`src/rtl/mem_bus_pkg.sv`:
```
// Shared definitions for the memory bus arbiter: access mode encodings and default widths.
package mem_bus_pkg;

  typedef enum logic [1:0] {
    MODE_IDLE = 2'd0,
    MODE_BYTE = 2'd1,
    MODE_HALF = 2'd2,
    MODE_WORD = 2'd3
  } mem_mode_e;

  localparam int DEF_N        = 4;
  localparam int DEF_DW       = 32;
  localparam int DEF_AW       = 32;
  localparam int DEF_MW       = 2;
  localparam int DEF_MAX_HOLD = 16;

  // Pointer width that stays legal even for a degenerate single-master build
  function automatic int ptrWidth(input int n);
    return (n > 1) ? $clog2(n) : 1;
  endfunction

endpackage

```
`src/rtl/mem_bus_arbiter_rr_pick.sv`:
```
// Combinational round-robin picker: first requester strictly after i_ptr, wrapping, wins.
module rr_pick
  import mem_bus_pkg::*;
#(
  parameter int N = DEF_N
) (
  input  logic [N-1:0]           i_req,
  input  logic [ptrWidth(N)-1:0] i_ptr,
  output logic [N-1:0]           o_gnt,
  output logic [ptrWidth(N)-1:0] o_idx,
  output logic                   o_valid
);

  localparam int PW = ptrWidth(N);

  logic [PW-1:0] w_cand;

  always_comb begin
    o_gnt   = '0;
    o_idx   = i_ptr;
    o_valid = 1'b0;
    w_cand  = '0;
    for (int k = 1; k <= N; k++) begin
      w_cand = PW'((int'(i_ptr) + k) % N);
      if (!o_valid && i_req[w_cand]) begin
        o_valid       = 1'b1;
        o_gnt[w_cand] = 1'b1;
        o_idx         = w_cand;
      end
    end
  end

endmodule

```
`src/rtl/mem_bus_arbiter.sv`:
```
// Round-robin arbiter and AND-OR bus mux sharing one data memory among N masters.
// Define MEM_ARB_TIMEOUT_EN to revoke a grant held MAX_HOLD cycles while others wait.
module mem_bus_arbiter
  import mem_bus_pkg::*;
#(
  parameter int N        = DEF_N,
  parameter int DW       = DEF_DW,
  parameter int AW       = DEF_AW,
  parameter int MW       = DEF_MW,
  parameter int MAX_HOLD = DEF_MAX_HOLD
) (
  input  logic            i_clk,
  input  logic            i_rst,
  input  logic [N-1:0]    i_req,
  input  logic [N*AW-1:0] i_m_addr,
  input  logic [N*DW-1:0] i_m_wdata,
  input  logic [N*MW-1:0] i_m_wdm,
  input  logic [N*MW-1:0] i_m_rdm,
  output logic [N-1:0]    o_grt,
  output logic [DW-1:0]   o_m_rdata,
  output logic [AW-1:0]   o_mem_addr,
  output logic [DW-1:0]   o_mem_wdata,
  output logic [MW-1:0]   o_mem_wdm,
  output logic [MW-1:0]   o_mem_rdm,
  input  logic [DW-1:0]   i_mem_rdata,
  output logic            o_busy
);

  localparam int PW = ptrWidth(N);

  if (N < 2 || N > 8 || MAX_HOLD < 1) begin : g_badParam
    $error("mem_bus_arbiter: N must be 2..8 and MAX_HOLD at least 1");
  end

  logic [N-1:0]  r_grt;
  logic [PW-1:0] r_ptr;
  logic [N-1:0]  w_grtNxt;
  logic [PW-1:0] w_ptrNxt;
  logic [N-1:0]  w_pickGnt;
  logic [PW-1:0] w_pickIdx;
  logic          w_pickValid;
  logic          w_ownerKeep;
  logic          w_revoke;
  logic [N-1:0]  w_sel;

`ifdef MEM_ARB_TIMEOUT_EN
  localparam int HW = $clog2(MAX_HOLD + 1);
  logic [HW-1:0] r_hold;
  logic [HW-1:0] w_holdNxt;
`endif

  rr_pick #(.N(N)) u_pick (
    .i_req   (i_req),
    .i_ptr   (r_ptr),
    .o_gnt   (w_pickGnt),
    .o_idx   (w_pickIdx),
    .o_valid (w_pickValid)
  );

  // r_ptr always names the current owner, so the owner's request is i_req[r_ptr]
  always_comb begin
    w_grtNxt    = r_grt;
    w_ptrNxt    = r_ptr;
    w_ownerKeep = (|r_grt) && i_req[r_ptr];
    w_revoke    = 1'b0;
`ifdef MEM_ARB_TIMEOUT_EN
    w_holdNxt = r_hold;
    w_revoke  = w_ownerKeep && (r_hold >= HW'(MAX_HOLD)) && (|(i_req & ~r_grt));
`endif
    if (w_revoke) begin
      w_grtNxt = '0;
`ifdef MEM_ARB_TIMEOUT_EN
      w_holdNxt = '0;
`endif
    end else if (w_ownerKeep) begin
`ifdef MEM_ARB_TIMEOUT_EN
      if (r_hold != HW'(MAX_HOLD)) w_holdNxt = r_hold + HW'(1);
`endif
    end else begin
      w_grtNxt = w_pickGnt;
      if (w_pickValid) w_ptrNxt = w_pickIdx;
`ifdef MEM_ARB_TIMEOUT_EN
      w_holdNxt = w_pickValid ? HW'(1) : '0;
`endif
    end
  end

  always_ff @(posedge i_clk) begin
    if (i_rst) begin
      r_grt <= '0;
      r_ptr <= PW'(N - 1);
    end else begin
      r_grt <= w_grtNxt;
      r_ptr <= w_ptrNxt;
    end
  end

`ifdef MEM_ARB_TIMEOUT_EN
  always_ff @(posedge i_clk) begin
    if (i_rst) r_hold <= '0;
    else       r_hold <= w_holdNxt;
  end
`endif

  // Reset suppresses the mux so no access leaks out during the reset cycle
  assign w_sel = i_rst ? '0 : r_grt;

  always_comb begin
    o_mem_addr  = '0;
    o_mem_wdata = '0;
    o_mem_wdm   = MW'(MODE_IDLE);
    o_mem_rdm   = MW'(MODE_IDLE);
    for (int i = 0; i < N; i++) begin
      o_mem_addr  = o_mem_addr  | ({AW{w_sel[i]}} & i_m_addr[i*AW +: AW]);
      o_mem_wdata = o_mem_wdata | ({DW{w_sel[i]}} & i_m_wdata[i*DW +: DW]);
      o_mem_wdm   = o_mem_wdm   | ({MW{w_sel[i]}} & i_m_wdm[i*MW +: MW]);
      o_mem_rdm   = o_mem_rdm   | ({MW{w_sel[i]}} & i_m_rdm[i*MW +: MW]);
    end
  end

  assign o_grt     = r_grt;
  assign o_busy    = |r_grt;
  assign o_m_rdata = i_mem_rdata;

endmodule

```
`config.mk`:
```
export PLATFORM = sky130hd
export DESIGN_NAME = mem_bus_arbiter
export DESIGN_NICKNAME = d
export VERILOG_FILES = /design/src/rtl/mem_bus_pkg.sv /design/src/rtl/mem_bus_arbiter_rr_pick.sv /design/src/rtl/mem_bus_arbiter.sv
export SDC_FILE = /design/constraint.sdc
export NUM_CORES = 1
export LEC_CHECK = 0
export ABC_AREA = 1
export CORE_AREA = 2 2 161 163
export CTS_BUF_LIST = sky130_fd_sc_hd__clkbuf_8 sky130_fd_sc_hd__clkbuf_16
export DETAILED_ROUTE_END_ITERATION = 12
export DIE_AREA = 0 0 163 165
export DONT_BUFFER_PORTS = 1
export SKIP_LAST_GASP = 1
export SYNTH_ARGS = -nofsm -noshare
export SYNTH_HDL_FRONTEND = slang
export SYNTH_SLANG_ARGS = --single-unit
```
`constraint.sdc`:
```
create_clock -name i_clk -period 4.26 [get_ports i_clk]
set_clock_uncertainty 0.05 [all_clocks]
set_input_delay 1.278 -clock i_clk [delete_from_list [all_inputs] [get_ports i_clk]]
set_output_delay 1.278 -clock i_clk [all_outputs]
set_load 0.01 [all_outputs]
```
==> results of run 1 <==
[kinds of logic after synthesis]
kind of cell,Yosys count,synth area share
AO/OA/AOI/OAI,5,0.00961
adder cells (fa/ha/maj),8,0.0385
buffers and inverters,77,0.168
AND/OR/NAND/NOR,423,0.738
flip-flops,6,0.0462
[stage by stage]
step / cells / worst slack, ns / power, uW / hold slack, ns / area, sq um
after CTS: 797 / 0.737 / 1520 / 0.676 / 2810
final: 797 / 0.706 / 1510 / 0.679 / 2810
after detailed placement: 794 / 0.738 / 1360 / 0.662 / 2730
after floorplan: 519 / 0.837 / 1090 / 0.562 / 2600
after global placement: 794 / 0.748 / 1340 / 0.655 / 2730
after global routing: 797 / 0.648 / 1640 / 0.714 / 2810
[layer usage]
layer,GRT usage,wire [microns],vias to the layer above
li1,-,-,1556
met4,0.0282,282,2
met1,0.106,5260,1593
met3,0.0254,1830,35
met5,0,16,-
met2,0.159,7020,361
[registers in the layout (all words and copies together) (netlist names)]
register	flops
o_grt	4
r_ptr	2
[power groups by stage]
stage          clock network, uW  logic (uW)  registers [uW]
2_1_floorplan                  0         979             110
3_3_place_gp                   0        1200             133
3_5_place_dp                   0        1220             133
4_1_cts                      160        1230             133
5_1_grt                      160        1350             136
6_report                     156        1220             133
[worst reg2reg max path, delay by kind of cell (launching register included)]
family | cells | cell delay, ns
AO/OA/AOI/OAI | 1 | 0.19
AND/OR/NAND/NOR | 5 | 0.54
adder cells (fa/ha/maj) | 1 | 0.40
buffers and inverters | 2 | 0.27
flip-flops | 1 | 0.70
[layout make-up]
class                   instances  area, sq um  share of cell area
clock buffers                   3         75.1              0.0267
inverters                      16         67.6              0.0241
multi-input cells             436         2060               0.734
flip-flops and latches          6          120              0.0428
well taps                     330          413               0.147
repair buffers                  6         70.1              0.0250
[cell usage after synthesis, types with 3 or more instances]
cell,number
a21oi_1,4
buf_2,7
buf_4,33
clkbuf_1,20
dfxtp_1,6
ha_1,8
inv_1,11
inv_2,4
nand2_1,298
nand2_2,5
nand2_4,3
nand3_1,26
nand3_4,3
nand4_1,69
nor2_1,10
nor2_2,4
[how the worst min path moves through the flow]
| stage | start | to | slack [ns] | depth (start not counted) |
|---|---|---|---|---|
| floorplan | r_ptr[1] | r_ptr[1] | 0.56 | 2 |
| global placement | r_ptr[1] | r_ptr[1] | 0.66 | 2 |
| detailed placement | r_ptr[1] | r_ptr[1] | 0.66 | 2 |
| CTS | r_ptr[1] | r_ptr[1] | 0.68 | 2 |
| global route | r_ptr[1] | r_ptr[1] | 0.71 | 2 |
| finish | r_ptr[1] | r_ptr[1] | 0.68 | 2 |
==> summary.txt, run 1 <==
Setup path
  • Max FO, Critical Path: 69
  • Worst path max stage delay: 0.31 ns
  • Crit-path slowest cell: nand4_1
  • R2r setup slk: 2.01 ns
  • Critical Path RT: 2.93 ns
  • WP buf/inv: 1
  • Reg-to-reg endpoint: o_grt[0]
  • Crit Path Category: input port to output port
  • Stages on worst setup path: 4
  • Critical-path cell list: nor2_4 > buf_12 > nand2_1 > nand4_1
  • Reg2Reg Launch Point: r_ptr[0]
  • CP endpoint kind: output port
  • CP Capture Point: o_mem_addr[3]
  • Cell family with most CP delay: simple AND/OR/NAND/NOR gates
  • CP startpoint kind: input port
  • Crit path from: i_rst
  • Depth of the most critical reg-to-reg path: 9
  • Critical Path AT: 2.23 ns

Flow run
  • Max-cap viol count: 0

STA
  • Slew HR: 0.595
  • Setup TNS: 0 ns
  • RSZ-0062 raised after global routing: false
  • Final min period: 3.55 ns
  • F_max: 281 MHz
  • Period utilization: 0.834
  • Final Setup Violations: 0
  • Fin. max-slew vios: 0
  • Hold Violations, Final: 0
  • Worst-margin pin slew: 0.607 ns

Die
  • Num ports: 415
  • Row cnt: 58
  • Die ar.: 26900 sq um
  • Core area: 25000 sq um
  • Die width: 163 microns
  • Die H: 165 microns
  • Initial Util: 0.104

Synth
  • Mapped Nets: 837
  • Cells after synthesis: 519
  • Flops & latches, synth: 6
  • Post-synth top flop: dfxtp_1
  • Synth warn: 0
  • Cell area after synthesis: 2600 sq um
  • Yosys top cell by area: nand2_1
  • Mapped Avg Cell Area: 5.01 sq um
  • Area share of the leading cell type in the synthesized netlist: 0.430
  • Async SR Flop Fraction: 0
  • Number of flops mapped to enable cells by yosys: 0
  • Post-synthesis cell type count: 24
  • Sequential share of the synthesized area: 0.0462
  • Top cells by area, synth: nand2_1, nand4_1, buf_4, nand3_1, dfxtp_1

Global routing
  • Largest net degree at the start of global routing: 70
  • Initial antenna violation count: 1
  • Gr ovfl total: 0
  • Vias in the first global route: 2888
  • Gr usage total: 0.0903
  • Global-route wire length before repair: 17500 microns

Outcome
  • Outcome: finished, final reports clean

Power and ir drop
  • Power per cell area: 537 nW/um^2
  • Seq pwr share: 0.088
  • VDD IR max: 185 uV
  • Sw Ratio: 0.645
  • NetSw: 972 uW
  • Leakage: 0.00100 uW
  • Combinational power share: 0.808
  • Pint: 536 uW
  • Clock power share: 0.103

Layout
  • Most frequent cells in the layout: nand2_1, nand4_1, nand3_1
  • Inserted Diodes: 0
  • # nets final: 787
  • Commonest non-fill, non-tap cell in the layout: nand2_1
  • Final core utilization: 0.112
  • Area growth, synth to finish: 7.84%
  • Layout cell share with drive strength beyond 1: 0.0749
  • # fillers: 2937

Route
  • Antenna viol nets, final: 0
  • Initial drt markers: 213
  • DRT Wirelength: 14400 microns
  • First-pass iteration count of the detailed router: 5
  • Via count: 3547
  • Routed len/inst: 18.1 microns
  • Vias per cell: 4.45
  • Drt drc: 0

Place
  • Port buffer count: 0
  • Post-DP HPWL: 11800 microns
  • RePlAce Congestion: 0.787

CTS
  • Root Buffer: clkbuf_16
  • H-tree level count: 1
  • CTS tree: yes
  • Clk slew on worst S/H paths: 0.03 ns
  • CTS max path bufs: 2
  • # resized after CTS: 0
  • Clock Sinks: 6
  • Clock latency on the worst-skew pair: 0.23 ns
  • Number of hold buffers added after cts: 0
  • CTS Buf Count: 3
  • Buffer count from post-CTS setup fixing: 0

Min path
  • Hold Crit Class: register to register
Note: power is estimated with default switching activity, not from simulation.
==> inputs of run 2 (changes only) <==
Clock period 4.26 ns to 3.6 ns, I/O delays scaled along.
==> summary.txt, run 2 (synthesized netlist as in run 1, its figures left out) <==
Layout
  • # fillers: 2900 (-1.3%)
  • Most frequent cells in the layout: nand2_1, nand4_1, nand3_1
  • Area growth, synth to finish: 10.7%
  • # nets final: 795 (+1.0%)
  • Max reg flops: 4 (unchanged)
  • Register Area: 120 sq um (unchanged)
  • Commonest non-fill, non-tap cell in the layout: nand2_1
  • Layout cell share with drive strength beyond 1: 0.0905 (+0.0156)
  • Area occupied by multi-input gates: 2060 sq um (unchanged)

Power and ir drop
  • VDD IR max: 213 uV (+15%)
  • Power per cell area: 639 nW/um^2 (+19%)
  • Leakage: 0.00105 uW (+4.5%)

CTS
  • Clock latency on the worst-skew pair: 0.23 ns (about the same)
  • Number of hold buffers added after cts: 0 (unchanged)
  • CTS Buf Count: 3 (unchanged)
  • Clk slew on worst S/H paths: 0.03 ns (about the same)
  • Buffer count from post-CTS setup fixing: 0 (unchanged)
  • Clock Sinks: 6 (unchanged)
  • Root Buffer: clkbuf_16
  • # resized after CTS: 0 (unchanged)
  • H-tree level count: 1 (unchanged)
  • CTS tree: yes
  • CTS max path bufs: 2 (unchanged)

STA
  • Setup TNS: 0 ns (unchanged)
  • WHS: 0.669 ns (-0.0100 ns)
  • RSZ-0062 raised after global routing: false
  • Slew HR: 0.588 (-0.00712)
  • Worst-margin pin slew: 0.618 ns (+0.0107 ns)
  • Final min period: 3.12 ns
  • Final Setup Violations: 0 (unchanged)
  • Hold Violations, Final: 0 (unchanged)
  • Period utilization: 0.867
  • Fin. max-slew vios: 0 (unchanged)
  • F_max: 320 MHz

Setup path
  • WP buf/inv: 3 (+2)
  • Cell family with most CP delay: buffers and inverters
  • CP endpoint kind: output port
  • CP startpoint kind: input port
  • Max FO, Critical Path: 38 (-45%)
  • Critical-path cell list: inv_2 > nand2_1 > inv_2 > buf_4 > nand2_1 > nand4_1
  • Critical Path AT: 1.99 ns (-0.24 ns)
  • Worst path max stage delay: 0.35 ns (+0.04 ns)
  • Crit Path Category: input port to output port
  • Crit-path slowest cell: buf_4
  • Critical Path RT: 2.47 ns (-0.46 ns)

Die
  • Die width: 163 microns (unchanged)
  • Num ports: 415 (unchanged)
  • Row cnt: 58 (unchanged)
  • Die H: 165 microns (unchanged)
  • Core area: 25000 sq um (unchanged)
  • Initial Util: 0.104 (unchanged)
  • Die ar.: 26900 sq um (unchanged)

Place
  • Post-DP HPWL: 12100 microns (+2.3%)
  • RePlAce Congestion: 0.795 (+1.1%)
  • Port buffer count: 0 (unchanged)

Route
  • Antenna viol nets, final: 0 (unchanged)
  • Vias per cell: 4.38 (-1.7%)
  • Drt drc: 0 (unchanged)
  • Via count: 3527 (-0.56%)
  • Routed len/inst: 18.0 microns (-0.32%)
  • First-pass iteration count of the detailed router: 5 (unchanged)
  • DRT Wirelength: 14500 microns (+0.80%)
  • Initial drt markers: 181 (-15%)

Flow run
  • Max-cap viol count: 0 (unchanged)

Outcome
  • Outcome: finished, final reports clean

Global routing
  • Gr ovfl total: 0 (unchanged)
  • Vias in the first global route: 2874 (-0.48%)
  • Gr usage total: 0.0908 (+0.000526)
  • Initial antenna violation count: 4 (+3)
  • Largest net degree at the start of global routing: 70 (unchanged)
  • Global-route wire length before repair: 17800 microns (+1.5%)

Min path
  • Hold Crit Class: register to register
-- run 2: changes by cell type in the layout (fill, tap and decap cells not counted) --
cell	previous run	this run
buf_12	2	3
buf_4	4	11
diode_2	0	1
-- run 2: cell type report --
class | instances | area share
antenna | 1 | 0.000868
clock buffer | 3 | 0.0261
sequential | 6 | 0.0417
tap | 330 | 0.143
inverter | 16 | 0.0234
timing repair buffer | 14 | 0.0495
multi-input combinational | 436 | 0.715
-- run 2: through the flow --
| stage | instance area (sq um) | utilization | power (uW) | setup WS, ns | std cells |
|---|---|---|---|---|---|
| 2_1_floorplan | 2600 | - | 1290 | 0.573 | 519 |
| 3_3_place_gp | 2800 | 0.112 | 1630 | 0.488 | 802 |
| 3_5_place_dp | 2800 | 0.112 | 1650 | 0.460 | 802 |
| 4_1_cts | 2880 | 0.115 | 1840 | 0.460 | 805 |
| 5_1_grt | 2880 | 0.115 | 2010 | 0.369 | 806 |
| 6_report | 2880 | 0.115 | 1840 | 0.478 | 806 |
-- run 2: final timing paths --
check | startpoint | to | slack [ns] | cells after the start
worst max register to register | r_ptr[0] | o_grt[0] | 1.33 | 9
worst min register to register | r_ptr[1] | r_ptr[1] | 0.67 | 2
worst min-delay path | r_ptr[1] | r_ptr[1] | 0.67 | 2
worst max-delay path | i_rst | o_mem_wdm[1] | 0.48 | 6
-- run 2: worst reg2reg max path, stage by stage (launching register included) --
cell,delay (ns)
dfxtp_1,0.70
inv_8,0.11
ha_1,0.41
inv_1,0.17
nand3_4,0.14
nand2_8,0.13
nand2_4,0.06
nor2_4,0.12
nand3_1,0.09
a21oi_1,0.20
-- run 2: report_power, final --
part | internal (uW) | switching (uW) | total, uW
combinational | 435 | 1070 | 1500
sequential | 96.2 | 60.2 | 156
clock | 143 | 40.6 | 183
-- run 2: layer usage --
layer,global-route usage,share of wire,vias to the layer above
met5,0,0.0029,-
met4,0.0326,0.024,6
met3,0.0284,0.12,41
met2,0.155,0.47,319
met1,0.107,0.38,1588
li1,-,-,1573
